<file path="config.mk">
export PLATFORM = sky130hd
export DESIGN_NAME = hera_boot_loader
export DESIGN_NICKNAME = d
export VERILOG_FILES = /design/src/rtl/hera_boot_loader.sv
export SDC_FILE = /design/constraint.sdc
export NUM_CORES = 1
export LEC_CHECK = 0
export ABC_AREA = 0
export CAP_MARGIN = 20
export CELL_PAD_IN_SITES_DETAIL_PLACEMENT = 0
export CELL_PAD_IN_SITES_GLOBAL_PLACEMENT = 1
export CORE_MARGIN = 5
export CORE_UTILIZATION = 40
export CTS_CLUSTER_SIZE = 25
export DETAILED_ROUTE_END_ITERATION = 6
export DONT_BUFFER_PORTS = 1
export PLACE_DENSITY = 0.72
export SLEW_MARGIN = 20
export SYNTH_ARGS = -nofsm -noshare
export SYNTH_HDL_FRONTEND = slang
export SYNTH_SLANG_ARGS = --single-unit
export TNS_END_PERCENT = 100
</file>
<file path="constraint.sdc">
create_clock -name clk -period 3.5 [get_ports clk]
set_input_delay 0.35 -clock clk [delete_from_list [all_inputs] [get_ports clk]]
set_output_delay 0.35 -clock clk [all_outputs]
set_load 0.02 [all_outputs]
</file>
<file path="src/rtl/hera_boot_loader.sv">
// rtl/hera_boot_loader.sv - framed byte-stream loader for HERA instruction memory
// Purpose : assembles MAGIC/LEN/DATA/CSUM frames into WORD_W-bit words, writes
//           them to instruction memory, verifies an 8-bit checksum and releases
//           the CPU only after a good load.
// Ports   : clk, hard_rst (async, active-high)
//           in_data/in_valid/in_ready : received byte stream (never stalled)
//           wr_en/wr_addr/wr_data     : instruction memory write port
//           cpu_run                   : CPU owns memory and is out of reset
//           busy                      : frame in progress
//           err/err_code              : last frame failed and why (1 csum, 2 len, 3 timeout)
module hera_boot_loader #(
  parameter int          WORD_W  = 16,
  parameter int          ADDR_W  = 10,
  parameter int          TIMEOUT = 48000,
  parameter logic [7:0]  MAGIC   = 8'hA5
) (
  input  logic              clk,
  input  logic              hard_rst,
  input  logic [7:0]        in_data,
  input  logic              in_valid,
  output logic              in_ready,
  output logic              wr_en,
  output logic [ADDR_W-1:0] wr_addr,
  output logic [WORD_W-1:0] wr_data,
  output logic              cpu_run,
  output logic              busy,
  output logic              err,
  output logic [1:0]        err_code
);

  localparam int BPW    = WORD_W / 8;
  localparam int BIDX_W = (BPW > 1) ? $clog2(BPW) : 1;
  localparam int TMO_W  = $clog2(TIMEOUT + 1);
  localparam logic [16:0]       DEPTH     = 17'(2 ** ADDR_W);
  localparam logic [TMO_W-1:0]  TMO_LAST  = TMO_W'(TIMEOUT - 1);
  localparam logic [BIDX_W-1:0] BIDX_LAST = BIDX_W'(BPW - 1);

  typedef enum logic [2:0] {
    S_IDLE, S_LEN_HI, S_LEN_LO, S_DATA, S_CSUM, S_RUN, S_ERR
  } state_t;

  state_t              state_q, state_d;
  logic [15:0]         len_q, len_d;
  logic [7:0]          sum_q, sum_d;
  logic [15:0]         ptr_q, ptr_d;
  logic [WORD_W-1:0]   asm_q, asm_d;
  logic [BIDX_W-1:0]   bidx_q, bidx_d;
  logic [TMO_W-1:0]    tmo_q, tmo_d;
  logic                wr_en_q, wr_en_d;
  logic [ADDR_W-1:0]   wr_addr_q, wr_addr_d;
  logic [WORD_W-1:0]   wr_data_q, wr_data_d;
  logic [1:0]          err_code_q, err_code_d;

  logic              acc, is_magic, in_frame, tmo_hit;
  logic [15:0]       len_full;
  logic              len_bad, len_zero, last_byte, last_word, sum_ok;
  logic [7:0]        sum_add;
  logic [WORD_W-1:0] word_next;

  // Bytes are never stalled, so every valid byte is accepted.
  assign acc       = in_valid;
  assign is_magic  = acc && (in_data == MAGIC);
  assign in_frame  = (state_q == S_LEN_HI) || (state_q == S_LEN_LO) ||
                     (state_q == S_DATA)   || (state_q == S_CSUM);
  // A byte on the expiry cycle wins over the timeout.
  assign tmo_hit   = in_frame && !acc && (tmo_q == TMO_LAST);
  assign len_full  = {len_q[15:8], in_data};
  assign len_bad   = {1'b0, len_full} > DEPTH;
  assign len_zero  = (len_full == 16'd0);
  assign last_byte = (bidx_q == BIDX_LAST);
  assign last_word = ({1'b0, ptr_q} + 17'd1) == {1'b0, len_q};
  assign sum_add   = sum_q + in_data;
  assign sum_ok    = (sum_add == 8'd0);
  assign word_next = (asm_q << 8) | WORD_W'(in_data);

  // State register
  always_ff @(posedge clk or posedge hard_rst) begin
    if (hard_rst) state_q <= S_IDLE;
    else          state_q <= state_d;
  end

  // Next-state logic
  always_comb begin
    state_d = state_q;
    if (tmo_hit) begin
      state_d = S_ERR;
    end else if (acc) begin
      case (state_q)
        S_IDLE, S_RUN, S_ERR: if (is_magic) state_d = S_LEN_HI;
        S_LEN_HI: state_d = S_LEN_LO;
        S_LEN_LO: begin
          if (len_bad)       state_d = S_ERR;
          else if (len_zero) state_d = S_CSUM;
          else               state_d = S_DATA;
        end
        S_DATA:  if (last_byte && last_word) state_d = S_CSUM;
        S_CSUM:  state_d = sum_ok ? S_RUN : S_ERR;
        default: state_d = S_IDLE;
      endcase
    end
  end

  // Outputs decoded from state
  always_comb begin
    in_ready = 1'b1;
    cpu_run  = (state_q == S_RUN);
    busy     = in_frame;
    err      = (state_q == S_ERR);
    wr_en    = wr_en_q;
    wr_addr  = wr_addr_q;
    wr_data  = wr_data_q;
    err_code = err_code_q;
  end

  // Datapath next-state: length, checksum, word assembly, write port, timeout
  always_comb begin
    len_d      = len_q;
    sum_d      = sum_q;
    ptr_d      = ptr_q;
    asm_d      = asm_q;
    bidx_d     = bidx_q;
    wr_en_d    = 1'b0;
    wr_addr_d  = wr_addr_q;
    wr_data_d  = wr_data_q;
    err_code_d = err_code_q;
    tmo_d      = (acc || !in_frame || tmo_hit) ? '0 : tmo_q + TMO_W'(1);

    if (tmo_hit) begin
      err_code_d = 2'd3;
    end else if (acc) begin
      case (state_q)
        S_IDLE, S_RUN, S_ERR: begin
          if (is_magic) begin
            err_code_d = 2'd0;
            sum_d      = 8'd0;
            ptr_d      = 16'd0;
            asm_d      = '0;
            bidx_d     = '0;
          end
        end
        S_LEN_HI: begin
          len_d[15:8] = in_data;
          sum_d       = sum_add;
        end
        S_LEN_LO: begin
          len_d[7:0] = in_data;
          sum_d      = sum_add;
          if (len_bad) err_code_d = 2'd2;
        end
        S_DATA: begin
          sum_d = sum_add;
          if (last_byte) begin
            asm_d     = '0;
            bidx_d    = '0;
            wr_en_d   = 1'b1;
            wr_data_d = word_next;
            wr_addr_d = ptr_q[ADDR_W-1:0];
            ptr_d     = ptr_q + 16'd1;
          end else begin
            asm_d  = word_next;
            bidx_d = bidx_q + BIDX_W'(1);
          end
        end
        S_CSUM: begin
          sum_d = sum_add;
          if (!sum_ok) err_code_d = 2'd1;
        end
        default: ;
      endcase
    end
  end

  always_ff @(posedge clk or posedge hard_rst) begin
    if (hard_rst) begin
      len_q      <= '0;
      sum_q      <= '0;
      ptr_q      <= '0;
      asm_q      <= '0;
      bidx_q     <= '0;
      tmo_q      <= '0;
      wr_en_q    <= 1'b0;
      wr_addr_q  <= '0;
      wr_data_q  <= '0;
      err_code_q <= 2'd0;
    end else begin
      len_q      <= len_d;
      sum_q      <= sum_d;
      ptr_q      <= ptr_d;
      asm_q      <= asm_d;
      bidx_q     <= bidx_d;
      tmo_q      <= tmo_d;
      wr_en_q    <= wr_en_d;
      wr_addr_q  <= wr_addr_d;
      wr_data_q  <= wr_data_d;
      err_code_q <= err_code_d;
    end
  end

endmodule

</file>
# Word-level counts from Yosys, hierarchy flattened
# Index checks and enable logic that the tools add are counted.
# word_totals
word_cells	92
out_inout_bits	33
register_bits	97
in_bits	11
# classes
bitwise_logic	2
order_cmp	1
addsub	5
n_mux	29
eq_ne	15
reduce_logical	28
# ops
op	n
16-bit 2-to-1 mux	3
16-bit by 1-bit adder with 16-bit output, second input constant	2
16-bit case mux with 2 select lines	1
8-bit case mux with 2 select lines	2
3-bit 2-to-1 mux	6
16-bit by 1-bit adder with 17-bit output, second input constant	1
17-bit by 16-bit == test with 1-bit output	1
16-bit == test, second input constant	1
16-bit by 11-bit greater-than comparator with 1-bit output, second input constant	1
16-bit zero test	1
8-bit 2-to-1 mux	2
16-bit by 8-bit OR with 16-bit output	1
3-bit case mux with 5 select lines	1
2-bit 2-to-1 mux	6
4-bit AND reduction	3
5-bit AND reduction	2
3-bit == test, second input constant	3
3-bit != test, second input constant	3
3-bit AND reduction	3
8-bit adder	1
8-bit == test, second input constant	1
8-bit zero test	1
3-bit by 2-bit == test with 1-bit output, second input constant	2
1-bit 2-to-1 mux	6
other kinds (15)	26

# Longest topological paths before layout
# depth
ltp_word	8
depth_mapped	11
ltp_nobuf	9

# Least setup slack after synthesis
# OpenSTA, ideal clock, no wires.
# synth_timing
path_kind	reg2reg
from	register sum_q[0]
to	register state_q[0]
required_ps	3421
arrival_time_ps	2702
path_buffers	0
path_stages_with_launch	9
slack_ps	719
synth_period_minus_slack_ps	2781
setup_ps	79
path_cell_list	dfrtp_1 > ha_1 > fa_1 > xor2_1 > or3_1 > or4_1 > or3_1 > a211o_1 > mux2i_1
# synth_between
elab_chain_len	6
# synth_lines
item	line	rtl
start, declared	44	logic [7:0] sum_q, sum_d;
start signal, assigned	187	sum_q <= sum_d;
8-bit adder	72	assign sum_add = sum_q + in_data;
8-bit zero test	73	assign sum_ok = (sum_add == 8'd0);
2-bit 2-to-1 mux	97	S_CSUM: state_d = sum_ok ? S_RUN : S_ERR;
3-bit case mux with 5 select lines	88	case (state_q)
3-bit 2-to-1 mux	87	end else if (acc) begin
3-bit 2-to-1 mux	85	if (tmo_hit) begin
end signal, assigned	79	else state_q <= state_d;
end, declared	42	state_t state_q, state_d;
# Every way passes these cells. The select of a mux whose other input is x is not followed.
# A chain may end at the register's enable or synchronous reset.

# Worst setup path in the final report
# Ends and elaborated chain as after synthesis.

==> flow_metrics.py <==
metrics = {
    "critical_path": {
        "critPathBufInv": 0,
        "path_max_fanout": 4,
        "path_cells": "ha_1 -> fa_1 -> xor2_1 -> or3_1 -> or4_1 -> or3_1 -> a211o_1 -> mux2i_1",
        "critPathSlowestCell": "or4_1",
        "crit_type": "flip-flop to flip-flop",
        "rrSetupSlack_ns": 0.52,
        "worst_setup_path_start_kind": "flip-flop",
        "arrival_ns": 3.25,
        "endpoint_kind": "flip-flop",
        "cpLargestDelayFamily": "simple AND/OR/NAND/NOR gates",
        "crit_top_cell": "or3_1",
        "required_ns": 3.77,
        "worst_path_largest_cell_delay_ns": 0.51,
    },
    "synth": {
        "avgSynthCellArea_sq_um": 10.2,
        "synth_cell_type_count": 69,
        "yosys-top-cells-area": "dfrtp_1, mux2_2, xnor2_1",
        "synth_edf_count": 0,
        "syn_nets": 548,
        "synth_top_cell_by_area": "dfrtp_1",
        "post-synth-top-area-fraction_pct": 45.1,
        "netlist_top_cells_count": "dfrtp_1, mux2_2, nor2_1",
        "netlist_instances": 526,
        "ys_seq_area_share_pct": 45.1,
        "synth_most_common_cell": "dfrtp_1",
        "async_flop_share_pct": 100,
        "netlist_area_sq_um": 5380,
        "synthFlopType": "dfrtp_1",
        "synth_seq_cells": 97,
        "ys_warn_count": 0,
    },
    "sta": {
        "period_needed_ns": 2.98,
        "fmax_ghz": 0.335,
        "setup_viol_count_final": 0,
        "fin_ws_ns": 0.518,
        "drv_slew": 0,
        "finalHoldViolCount": 0,
        "rsz0062_at_grt": "false",
        "worst_pin_slew_ns": 1.00,
        "fin_crit_sh_pct": 85.2,
        "relSlewSlack_pct": 32.7,
        "setup_tns_ns": 0,
        "clock_skew_ns": 0.00983,
    },
    "clock_tree": {
        "cts_tree": "yes",
        "numCtsBuffers": 9,
        "clockRootBuffer": "clkbuf_16",
        "cts_max_level": 3,
        "cts_setup_buffers": 0,
        "clkTransAtPathRegs_ns": 0.06,
        "cts.path.max_buffers": 2,
        "clock_latency_ns": 0.35,
        "cts_sinks": 97,
    },
    "pwr": {
        "power.density_nw_per_um2": 692,
        "internal-power_uw": 2560,
        "pwr-share-clk_pct": 24.4,
        "switching_share_pct": 37.5,
        "ir_drop_uv": 373,
        "power.switching_uw": 1540,
        "combPwrFrac_pct": 34.6,
        "p_total_uw": 4090,
        "seqPwrFrac_pct": 41.0,
        "p_leak_uw": 0.00253,
    },
    "finish": {
        "diodes": 0,
        "fin_nets": 550,
        "final_cell_count_no_fill": 709,
        "multi_input_comb_area_sq_um": 2750,
        "post-route-util_pct": 44.8,
        "drive_above_1_share_pct": 18.0,
        "ff_latch_area_sq_um": 2430,
        "synthToLayoutAreaGrowth_pct": 9.84,
        "nFillCells": 1268,
    },
    "floorplan": {
        "rows": 42,
        "dieHeight_um": 126,
        "ios": 44,
        "design.core.area_sq_um": 13200,
        "start_util_pct": 40.8,
        "dieWidth_um": 126,
        "die-area_sq_um": 15900,
    },
    "worst_hold_path": {
        "hold_path_class": "input pin to flip-flop",
    },
    "detailed_routing": {
        "vias_per_cell": 5.61,
        "drtIter0Drc": 174,
        "drt_first_pass_iters": 5,
        "routed_wl_um": 12700,
        "vias": 3975,
        "wl_per_cell_um": 17.9,
        "antenna_left": 0,
        "drc": 0,
    },
    "flow_run": {
        "max_cap_viol_count": 0,
    },
    "placement": {
        "port_buffers": 0,
        "gp_congestion": 0.844,
        "placed_cells": 692,
        "place_ws_ns": 0.523,
        "dp_hpwl_um": 9110,
    },
    "status": {
        "outcome": "finished clean",
    },
    "grt": {
        "gr-usage-all-layers_pct": 16.8,
        "grt_pass1_wl_um": 21700,
        "grt_pass1_vias": 4100,
        "antenna_found_initial": 0,
        "grt_max_degree": 47,
        "grt_overflow": 0,
    },
}
-- power by group through the flow --
stage               logic [uW]  clock network (uW)  registers, uW
global placement          1390                   0           1690
detailed placement        1410                   0           1700
finish                    1420                 999           1680
global route              1600                1080           1720
floorplan                 1160                   0           1590
CTS                       1420                1030           1680
-- cell families after synthesis --
kind of cell	after synthesis	synth area share, %
and+or+nand+nor	169	16.6
AOI/OAI and AO/OA	118	16.1
DFF	97	45.1
buffers and inverters	48	3.84
muxes	47	9.74
xor gates and xnor gates	35	5.70
adders and majority gates	11	2.84
other	1	0.0697
-- state kept, by name (all words and copies together), names as in the netlist, 3 cells and up --
name and count:
tmo_q 16, state_q 3, len_q 16, asm_q 8, wr_data 16, ptr_q 16, sum_q 8, wr_addr 10
-- worst paths after layout --
check / startpoint / endpoint / depth (start not counted)
max: sum_q[0] / state_q[0] / 8
min reg2reg: asm_q[2] / asm_q[2] / 2
max in group asynchronous: hard_rst / asm_q[1] / 3
min: in_data[4] / len_q[4] / 2
min in group asynchronous: hard_rst / sum_q[4] / 2
max reg2reg: sum_q[0] / state_q[0] / 8
-- stage by stage --
stage	hold WS, ns	cell area (sq um)
floorplan	0.444	5380
global placement	0.324	5600
detailed placement	0.327	5600
CTS	0.114	5910
global route	0.135	5910
finish	0.124	5910
-- layer usage --
layer | vias to the layer above | wire length [um] | global-route usage (%)
met1 | 1970 | 5780 | 22.4
met4 | 0 | 228 | 5.80
met2 | 68 | 6170 | 27.0
met3 | 16 | 502 | 3.81
li1 | 1921 | - | -
met5 | - | 0 | 0
-- timing repair --
action / CTS / global route
hold endpoints to repair: 44 / 0
endpoints found under the setup margin: 0 / 0
hold buffers: 1 / 0
gates resized for setup: 0 / 0
-- layout by cell type, fill, tap and decap left out, types with 3 or more instances in the layout --
cell,n
inv_1,19
nand2_1,36
o41ai_1,4
nor3_1,12
or4_1,4
a222oi_1,6
nand3_1,15
mux2i_1,4
mux2_2,43
a21o_1,3
xor2_1,14
nand4_1,10
ha_1,9
nor4_2,5
and2_1,7
o211ai_1,3
nor4_1,3
buf_4,17
o31ai_2,6
nor2b_1,4
a22o_1,6
clkbuf_16,9
o21ai_0,20
and3_1,6
dfrtp_1,97
xnor2_1,21
a211oi_1,4
o41ai_2,3
a21oi_1,17
nor2_1,41
or3_1,10
nand2b_1,6
o21ai_1,20
-- final cells by class --
type	count	area share [%]
tap	176	3.73
multi-input combinational	381	46.5
clock buffer	10	3.87
sequential	97	41.1
timing repair buffer	18	2.33
clock inverter	6	1.14
inverter	21	1.38
Note: power is estimated with default switching activity, not from simulation.
